$ cat src/rtl/srx_obs_sched.sv
// Observation-path scheduler: walks enabled antenna/band/path steps, holds each
// switch setting for a settle time, then requests a capture from the SRX engine.
module srx_obs_sched #(
  parameter logic [2:0] PARK_SEL = 3'd4,
  parameter int         CNT_W    = 16
) (
  input  logic             clk,
  input  logic             rst_n,
  input  logic             sched_en,
  input  logic [3:0]       ant_mask,
  input  logic [1:0]       band_mask,
  input  logic             vswr_en,
  input  logic [CNT_W-1:0] settle_cyc,
  input  logic [CNT_W-1:0] timeout_cyc,
  input  logic             cap_done,
  output logic             cap_req,
  output logic             cap_err,
  output logic [2:0]       ant_sel,
  output logic             path_sel,
  output logic             band_sel,
  output logic             busy,
  output logic             round_done,
  output logic [7:0]       err_cnt
);

  typedef enum logic [1:0] {IDLE, SETTLE, CAPTURE, NEXT} state_t;

  state_t           state, state_nxt;
  logic [3:0]       step_idx, step_idx_nxt;   // {ant[1:0], band, path}
  logic [3:0]       sh_ant, sh_ant_nxt;
  logic [1:0]       sh_band, sh_band_nxt;
  logic             sh_vswr, sh_vswr_nxt;
  logic [CNT_W-1:0] settle_cnt, settle_cnt_nxt;
  logic [CNT_W-1:0] tmo_cnt, tmo_cnt_nxt;
  logic             cap_req_nxt, cap_err_nxt, busy_nxt, round_done_nxt;
  logic [2:0]       ant_sel_nxt;
  logic             path_sel_nxt, band_sel_nxt;
  logic [7:0]       err_cnt_nxt;
  logic [4:0]       first_step, following_step;

  // Returns {found, index} of the lowest enabled step at or after 'start'.
  function automatic logic [4:0] find_step(input logic [4:0] start, input logic [3:0] am,
                                           input logic [1:0] bm, input logic ve);
    logic [4:0] res;
    res = '0;
    for (int i = 15; i >= 0; i--) begin
      logic [3:0] ii;
      ii = 4'(i);
      if (({1'b0, ii} >= start) && am[ii[3:2]] && bm[ii[1]] && (!ii[0] || ve))
        res = {1'b1, ii};
    end
    return res;
  endfunction

  assign first_step     = find_step(5'd0, ant_mask, band_mask, vswr_en);
  assign following_step = find_step({1'b0, step_idx} + 5'd1, sh_ant, sh_band, sh_vswr);

  // NOTE: every variable gets a default before the case so no path leaves it unassigned (no latches).
  always_comb begin
    state_nxt      = state;
    step_idx_nxt   = step_idx;
    sh_ant_nxt     = sh_ant;
    sh_band_nxt    = sh_band;
    sh_vswr_nxt    = sh_vswr;
    settle_cnt_nxt = settle_cnt;
    tmo_cnt_nxt    = tmo_cnt;
    cap_req_nxt    = cap_req;
    cap_err_nxt    = 1'b0;
    round_done_nxt = 1'b0;
    ant_sel_nxt    = ant_sel;
    path_sel_nxt   = path_sel;
    band_sel_nxt   = band_sel;
    err_cnt_nxt    = err_cnt;

    if (state != IDLE && !sched_en) begin
      // Abort beats done, timeout and advance: park silently, keep err_cnt.
      state_nxt    = IDLE;
      cap_req_nxt  = 1'b0;
      ant_sel_nxt  = PARK_SEL;
      path_sel_nxt = 1'b0;
      band_sel_nxt = 1'b0;
    end else begin
      case (state)
        IDLE: begin
          if (sched_en && (ant_mask != '0) && (band_mask != '0)) begin
            state_nxt      = SETTLE;
            sh_ant_nxt     = ant_mask;
            sh_band_nxt    = band_mask;
            sh_vswr_nxt    = vswr_en;
            step_idx_nxt   = first_step[3:0];
            ant_sel_nxt    = {1'b0, first_step[3:2]};
            band_sel_nxt   = first_step[1];
            path_sel_nxt   = first_step[0];
            settle_cnt_nxt = settle_cyc;
          end
        end
        SETTLE: begin
          if (settle_cnt == '0) begin
            state_nxt   = CAPTURE;
            cap_req_nxt = 1'b1;
            tmo_cnt_nxt = timeout_cyc;
          end else begin
            settle_cnt_nxt = settle_cnt - CNT_W'(1);
          end
        end
        CAPTURE: begin
          // A zero-loaded timeout counter never reaches 1, which disables the timeout.
          if (cap_done) begin
            state_nxt   = NEXT;
            cap_req_nxt = 1'b0;
          end else if (tmo_cnt == CNT_W'(1)) begin
            state_nxt   = NEXT;
            cap_req_nxt = 1'b0;
            cap_err_nxt = 1'b1;
            if (err_cnt != 8'hFF) err_cnt_nxt = err_cnt + 8'd1;
          end else if (tmo_cnt != '0) begin
            tmo_cnt_nxt = tmo_cnt - CNT_W'(1);
          end
        end
        NEXT: begin
          if (following_step[4]) begin
            state_nxt      = SETTLE;
            step_idx_nxt   = following_step[3:0];
            ant_sel_nxt    = {1'b0, following_step[3:2]};
            band_sel_nxt   = following_step[1];
            path_sel_nxt   = following_step[0];
            settle_cnt_nxt = settle_cyc;
          end else begin
            state_nxt      = IDLE;
            ant_sel_nxt    = PARK_SEL;
            path_sel_nxt   = 1'b0;
            band_sel_nxt   = 1'b0;
            round_done_nxt = 1'b1;
          end
        end
        default: state_nxt = IDLE;
      endcase
    end

    busy_nxt = (state_nxt != IDLE);
  end

  // NOTE: sequential state uses non-blocking assignments only, so all registers update together at the edge.
  always_ff @(posedge clk or negedge rst_n) begin
    if (!rst_n) begin
      state      <= IDLE;
      step_idx   <= '0;
      sh_ant     <= '0;
      sh_band    <= '0;
      sh_vswr    <= 1'b0;
      settle_cnt <= '0;
      tmo_cnt    <= '0;
      cap_req    <= 1'b0;
      cap_err    <= 1'b0;
      busy       <= 1'b0;
      round_done <= 1'b0;
      ant_sel    <= PARK_SEL;
      path_sel   <= 1'b0;
      band_sel   <= 1'b0;
      err_cnt    <= '0;
    end else begin
      state      <= state_nxt;
      step_idx   <= step_idx_nxt;
      sh_ant     <= sh_ant_nxt;
      sh_band    <= sh_band_nxt;
      sh_vswr    <= sh_vswr_nxt;
      settle_cnt <= settle_cnt_nxt;
      tmo_cnt    <= tmo_cnt_nxt;
      cap_req    <= cap_req_nxt;
      cap_err    <= cap_err_nxt;
      busy       <= busy_nxt;
      round_done <= round_done_nxt;
      ant_sel    <= ant_sel_nxt;
      path_sel   <= path_sel_nxt;
      band_sel   <= band_sel_nxt;
      err_cnt    <= err_cnt_nxt;
    end
  end

endmodule

$ cat config.mk
export PLATFORM = sky130hd
export DESIGN_NAME = srx_obs_sched
export DESIGN_NICKNAME = d
export VERILOG_FILES = /design/src/rtl/srx_obs_sched.sv
export SDC_FILE = /design/constraint.sdc
export NUM_CORES = 1
export LEC_CHECK = 0
export CORE_ASPECT_RATIO = 0.6
export CORE_UTILIZATION = 40
export DETAILED_ROUTE_END_ITERATION = 12
export PLACE_DENSITY_LB_ADDON = 0.2
export RECOVER_POWER = 25
export SLEW_MARGIN = 30
export SYNTH_ARGS = -nofsm -noshare
export SYNTH_HDL_FRONTEND = slang
export SYNTH_SLANG_ARGS = --single-unit
export TNS_END_PERCENT = 20
$ cat constraint.sdc
create_clock -name clk -period 6.1 [get_ports clk]
set_input_delay 1.22 -clock clk [delete_from_list [all_inputs] [get_ports clk]]
set_output_delay 1.22 -clock clk [all_outputs]
set_load 0.02 [all_outputs]
==> results of run 1 <==
[where the power goes]
part	switching (W)	total, W	internal (W)
Sequential	0.0000775	0.000536	0.000459
Clock	0.000195	0.000554	0.000359
Combinational	0.000183	0.000341	0.000158
[synth_stat cells, drive strengths merged, types with 8 or more instances]
cell type | n | area share (%)
clkbuf | 23 | 2.0
buf | 10 | 1.4
a2bb2oi | 17 | 5.0
nor2 | 51 | 4.5
nand3 | 23 | 2.7
inv | 17 | 1.5
nand2 | 37 | 3.3
nor4 | 13 | 2.4
or3 | 10 | 1.6
o21ai | 36 | 4.2
a211oi | 11 | 1.9
dfrtp | 61 | 36
ha | 8 | 2.3
a21oi | 26 | 3.1
nor3 | 22 | 2.6
[worst reg2reg max path: stages, from the launching register on]
cell and delay (ns):
dfrtp_1 0.72, inv_1 0.19, ha_1 0.54, or4_1 0.66, o311ai_1 0.29, a21boi_0 0.28, nand3_1 0.16, nor4_4 0.34
buf_4 0.29, nor2_2 0.21, mux2i_1 0.19
[metal layers]
metal  global-route usage [%]  routed length [um]  part of all wire, %
met3                     6.17                1100                  9.3
met2                     29.9                4540                   38
met5                        0                   0                    0
met1                     36.6                6110                   52
met4                     5.39                  68                 0.58
[area by class of cell]
type	count	area, um2	share of cell area, %
inverter	17	63.8	1.22
timing repair buffer	62	604	11.5
clock inverter	7	98.8	1.88
sequential	62	1550	29.6
tap	135	169	3.22
multi-input combinational	389	2530	48.2
clock buffer	9	225	4.29
[kinds of logic (layout without fill, tap and decap cells)]
family | Yosys count | in the layout | share of synthesized area (%)
AND/OR/NAND/NOR | 203 | 203 | 24.9
buffers and inverters | 50 | 95 | 4.90
AO/OA/AOI/OAI | 158 | 158 | 26.8
adder cells (fa/ha/maj) | 9 | 9 | 2.58
XOR/XNOR | 9 | 9 | 1.85
multiplexers | 10 | 10 | 2.55
flip-flops | 62 | 62 | 36.4
[sequential cells by signal, summed over array words and instances (netlist names), 2 cells and up]
| signal | flops |
|---|---|
| state | 2 |
| settle_cnt | 16 |
| err_cnt | 8 |
| tmo_cnt | 16 |
| ant_sel | 3 |
| step_idx | 4 |
| sh_ant | 4 |
| sh_band | 2 |
[per-stage QoR]
stage,instances,hold WS (ns)
2_1_floorplan,501,0.470
3_3_place_gp,664,0.463
3_5_place_dp,664,0.474
4_1_cts,680,0.488
5_1_grt,681,0.512
6_report,681,0.478
[worst paths after layout]
kind / slack, ns / start / end
max: 2.08 / rst_n / tmo_cnt[4]
max reg2reg: 2.08 / step_idx[0] / settle_cnt[1]
min in group asynchronous: 2.10 / rst_n / settle_cnt[4]
min: 0.48 / band_sel / band_sel
min reg2reg: 0.48 / band_sel / band_sel
max in group clk: 2.08 / step_idx[0] / settle_cnt[1]
==> flow_summary_export.csv, run 1 <==
group,metric,value,unit
final_layout,final_cell_mix,"dfrtp_1, clkdlybuf4s50_1, nor2_1, nand2_1, o21ai_0",
power_and_ir_drop,p_per_area,273,nW/um2
global_route,grt_usage,23.2,%
critical_path,critPathSlowestCell,"clkbuf_1",
cts,h-tree-depth,3,
critical_path,crit_cells,2,
sta,fmax,0.249,GHz
place,hpwl,8.52,mm
drt,viasPerCell,5.98,
sta,fin_tns_setup,0,ns
sta,slew_headroom,-124,%
cts,clk-insertion-delay-late,0.33,ns
synthesis,synthCells,501,
drt,drc_errors,0,
final_layout,area_growth,22.9,%
place,portBuffers,59,
critical_path,path_delay_family,"buffers and inverters",
synthesis,syn-num-nets,552,
final_layout,finish.utilization,52.0,%
sta,worstMarginPinSlew,3.37,ns
global_route,antenna_found_initial,0,
drt,dr.pass1.iters,5,
drt,ant_nets,0,
place,gp_congestion,0.946,
cts,cts_buffer_depth,2,
final_layout,layout_commonest_cell,"dfrtp_1",
global_route,grt_pass1_vias,3657,
sta,finalHoldViolations,0,
sta,maxSlewViolCount,63,
die,die-area,11100,um2
critical_path,path_cells,"buf_2, clkbuf_1",
status,outcome,"finished, violations left",
critical_path,path_buf_inv,2,
synthesis,ys.flop_type,"dfrtp_1",
cts,clk_pin_slew,0.06,ns
global_route,overflow,0,
synthesis,ys_seq_area_share,36.4,%
critical_path,crit_path_max_fanout,62,
final_layout,fill_cells,940,
critical_path,end_kind,"asynchronous set/reset pin",
die,core_area,10100,um2
critical_path,cp.arrival,3.70,ns
cts,hold_buffers,0,
global_route,grt_max_degree,63,
worst_hold_path,hold_path.class,"reg2reg",
cts,cts_tree,"done",
power_and_ir_drop,vdd.ir_drop.worst,0.157,mV
sta,fin_skew,0.00386,ns
power_and_ir_drop,finalPower,0.00143,W
global_route,grt_pass1_wl,19.6,mm
synthesis,synthArstFlopShare,100,%
power_and_ir_drop,leakage,2.07,nW
synthesis,synth_area_per_cell,8.51,um2
flow_run,maxCapViolations,1,
die,pin_count,60,
final_layout,final_area,5240,um2
synthesis,yosysUniqueCellTypes,68,
critical_path,critPathLaunchType,"input pin",
cts,cts_buffers,9,
critical_path,reg2regPathDepth,10,
sta,setup_viol,0,
place,postPlaceCellArea,4920,um2
synthesis,synth_edf_count,0,
final_layout,drive_gt1_share,9.16,%
drt,drt-initial-drc-count,454,
worst_hold_path,whs_path_depth,2,
critical_path,crit_type,"in2async",
critical_path,crit_required,5.78,ns
sta,min_period,4.02,ns
place,pre_cts_ws,1.76,ns
final_layout,n_antenna_cell,0,
cts,cts_setup_buffers,0,
status,violations,"max-capacitance violations, max-slew violations",
cts,cts_sinks,62,
drt,wl,11.8,mm
cts,cts-root-buf,"clkbuf_16",
drt,avgRoutedWirePerCell,17.4,um
sta,rsz0062_at_grt,"false",
synthesis,synthesis.area,4270,um2
cts,cts_resized,0,
synthesis,synth_warnings,0,
synthesis,ys_ff_latch,62,
final_layout,nNetsFinal,592,
die,die-height,82.0,um
sta,worst_slack,2.08,ns
drt,vias,4070,
die,num_rows,28,
sta,period_share,66.0,%
die,start_util,42.3,%
critical_path,slowest_delay,2.35,ns
die,die_w,135,um
(Power assumes the default switching activity.)
==> run 2, diff against run 1 <==
Clock period 6.1 ns to 3.8 ns, I/O delays scaled along.
==> run 2 against run 1 <==
Effect of this change:
- the run now ends clean
- global-route usage is 0.52 points lower
- critical path depth is 8 higher
- power is 58% higher
- clock skew is 0.0020 ns higher
- combinational power is 69% higher
- critical endpoint is now settle_cnt[1]
- count of clock-buffer cells in the layout is 3 higher
==> flow_summary_export.csv, run 2 (synthesized netlist as in run 1, its figures left out) <==
group,metric,value,unit
final_layout,stdcell_count,688,
place,portBuffers,59,
sta,maxSlewViolCount,0,
drt,dr.pass1.iters,5,
cts,cts_buffer_depth,2,
cts,cts_setup_buffers,0,
sta,setup_viol,0,
die,pin_count,60,
power_and_ir_drop,p_per_area,429,nW/um2
drt,viasPerCell,5.92,
critical_path,crit_required,3.97,ns
die,die-height,82.0,um
cts,cts_buffers,9,
sta,worstMarginPinSlew,1.13,ns
critical_path,critPathSlowestCell,"or4_1",
critical_path,crit_end,"settle_cnt[1]",
sta,fin_tns_setup,0,ns
power_and_ir_drop,leakage,2.10,nW
cts,h-tree-depth,3,
die,core_area,10100,um2
cts,cts-root-buf,"clkbuf_16",
critical_path,path_delay_family,"simple AND/OR/NAND/NOR gates",
final_layout,area_growth,23.8,%
die,die_w,135,um
status,outcome,"completed",
cts,clk_pin_slew,0.05,ns
critical_path,cp.arrival,3.59,ns
sta,finalHoldViolations,0,
final_layout,nNetsFinal,600,
sta,fmax,0.293,GHz
critical_path,slowest_delay,0.58,ns
critical_path,path_buf_inv,2,
cts,cts_sinks,62,
drt,avgRoutedWirePerCell,17.2,um
final_layout,layout_commonest_cell,"dfrtp_1",
critical_path,crit_type,"reg2reg",
power_and_ir_drop,vdd.ir_drop.worst,0.224,mV
place,hpwl,8.88,mm
critical_path,reg2regPathDepth,10,
global_route,grt_pass1_vias,3616,
drt,wl,11.8,mm
global_route,grt_max_degree,44,
flow_run,maxCapViolations,0,
final_layout,final_cell_mix,"dfrtp_1, clkdlybuf4s50_1, nor2_1, nand2_1, o21ai_0",
die,die-area,11100,um2
place,gp_congestion,0.932,
die,num_rows,28,
worst_hold_path,hold_path.class,"reg2reg",
sta,period_share,89.9,%
sta,fin_skew,0.00591,ns
place,pre_cts_ws,0.477,ns
final_layout,reg_top3,"settle_cnt (16), tmo_cnt (16), err_cnt (8)",
sta,min_period,3.42,ns
drt,vias,4070,
drt,drc_errors,0,
critical_path,crit_cells,10,
critical_path,path_cells,"inv_1, ha_1, or4_1, o311ai_1, a21boi_0, nand3_1, nor4_4, buf_4, nor2_2, mux2i_1",
cts,hold_buffers,0,
critical_path,crit_path_max_fanout,19,
sta,rsz0062_at_grt,"false",
global_route,grt_usage,22.7,%
critical_path,rr_startpoint,"step_idx[0]",
place,place_inst,673,
sta,worst_slack,0.382,ns
global_route,overflow,0,
final_layout,n_antenna_cell,0,
critical_path,reg2reg_to,"settle_cnt[1]",
critical_path,end_kind,"register",
die,start_util,42.3,%
global_route,antenna_found_initial,0,
critical_path,rrSetupSlack,0.38,ns
sta,slew_headroom,24.4,%
drt,ant_nets,0,
drt,drt-initial-drc-count,402,
global_route,grt_pass1_wl,19.3,mm
critical_path,setup.worst_path.start,"step_idx[0]",
final_layout,drive_gt1_share,10.3,%
cts,cts_tree,"done",
cts,cts_resized,0,
cts,clk-insertion-delay-late,0.33,ns
critical_path,critPathLaunchType,"register",
[run 2: cell types whose count changed in the layout (fill, tap and decap cells not counted)]
cell       change
buf_2          -1
buf_4          +8
clkbuf_8       +3
nor4b_2        +1
clkbuf_2       +1
nor4b_4        -1
clkinv_4       -3
bufinv_16      -1
[run 2: area by class of cell]
| class | instances | area, um2 |
|---|---|---|
| Clock buffer | 12 | 267 |
| Clock inverter | 3 | 42.5 |
| Fill cell | 917 | 4810 |
| Inverter | 17 | 63.8 |
| Multi-Input combinational cell | 389 | 2520 |
| Sequential cell | 62 | 1550 |
| Tap cell | 135 | 169 |
| Timing Repair Buffer | 70 | 664 |
[run 2: where the power goes]
part | switching (W) | internal (W) | total (W)
sequential | 0.000115 | 0.000737 | 0.000852
combinational | 0.000312 | 0.000264 | 0.000576
clock | 0.000282 | 0.000556 | 0.000837
[run 2: routing by layer]
metal	part of all wire [%]	vias to the layer above	global-route usage (%)
li1	-	1980	-
met1	54	1948	36.0
met2	37	133	28.8
met3	8.1	9	6.48
met4	0.66	0	5.06
met5	0	-	0
[run 2: worst min-delay path by stage]
| stage | end | cells past startpoint | start | slack [ns] |
|---|---|---|---|---|
| 2_1_floorplan | ant_sel[0] | 0 | rst_n | 0.46 |
| 3_3_place_gp | band_sel | 2 | band_sel | 0.46 |
| 3_5_place_dp | ant_sel[0] | 2 | ant_sel[0] | 0.47 |
| 4_1_cts | settle_cnt[7] | 1 | rst_n | 0.39 |
| 5_1_grt | ant_sel[0] | 2 | ant_sel[0] | 0.50 |
| 6_report | ant_sel[0] | 2 | ant_sel[0] | 0.48 |
[run 2: worst reg2reg max path: stages, from the launching register on]
cell,delay (ns)
dfrtp_1,0.49
inv_1,0.14
ha_1,0.33
or4_1,0.58
o311ai_1,0.38
a21boi_0,0.32
nand3_1,0.17
nor4_4,0.18
buf_4,0.29
nor2_2,0.22
mux2i_1,0.17
[run 2: stage by stage]
step	total power, W	utilization [%]	hold slack (ns)	cell area (um2)
6_report	0.00227	52.3	0.477	5280
5_1_grt	0.00238	52.3	0.505	5280
4_1_cts	0.00227	52.4	0.395	5280
3_5_place_dp	0.00142	49.3	0.472	4970
3_3_place_gp	0.00142	49.2	0.463	4970
2_1_floorplan	0.00122	-	0.464	4270
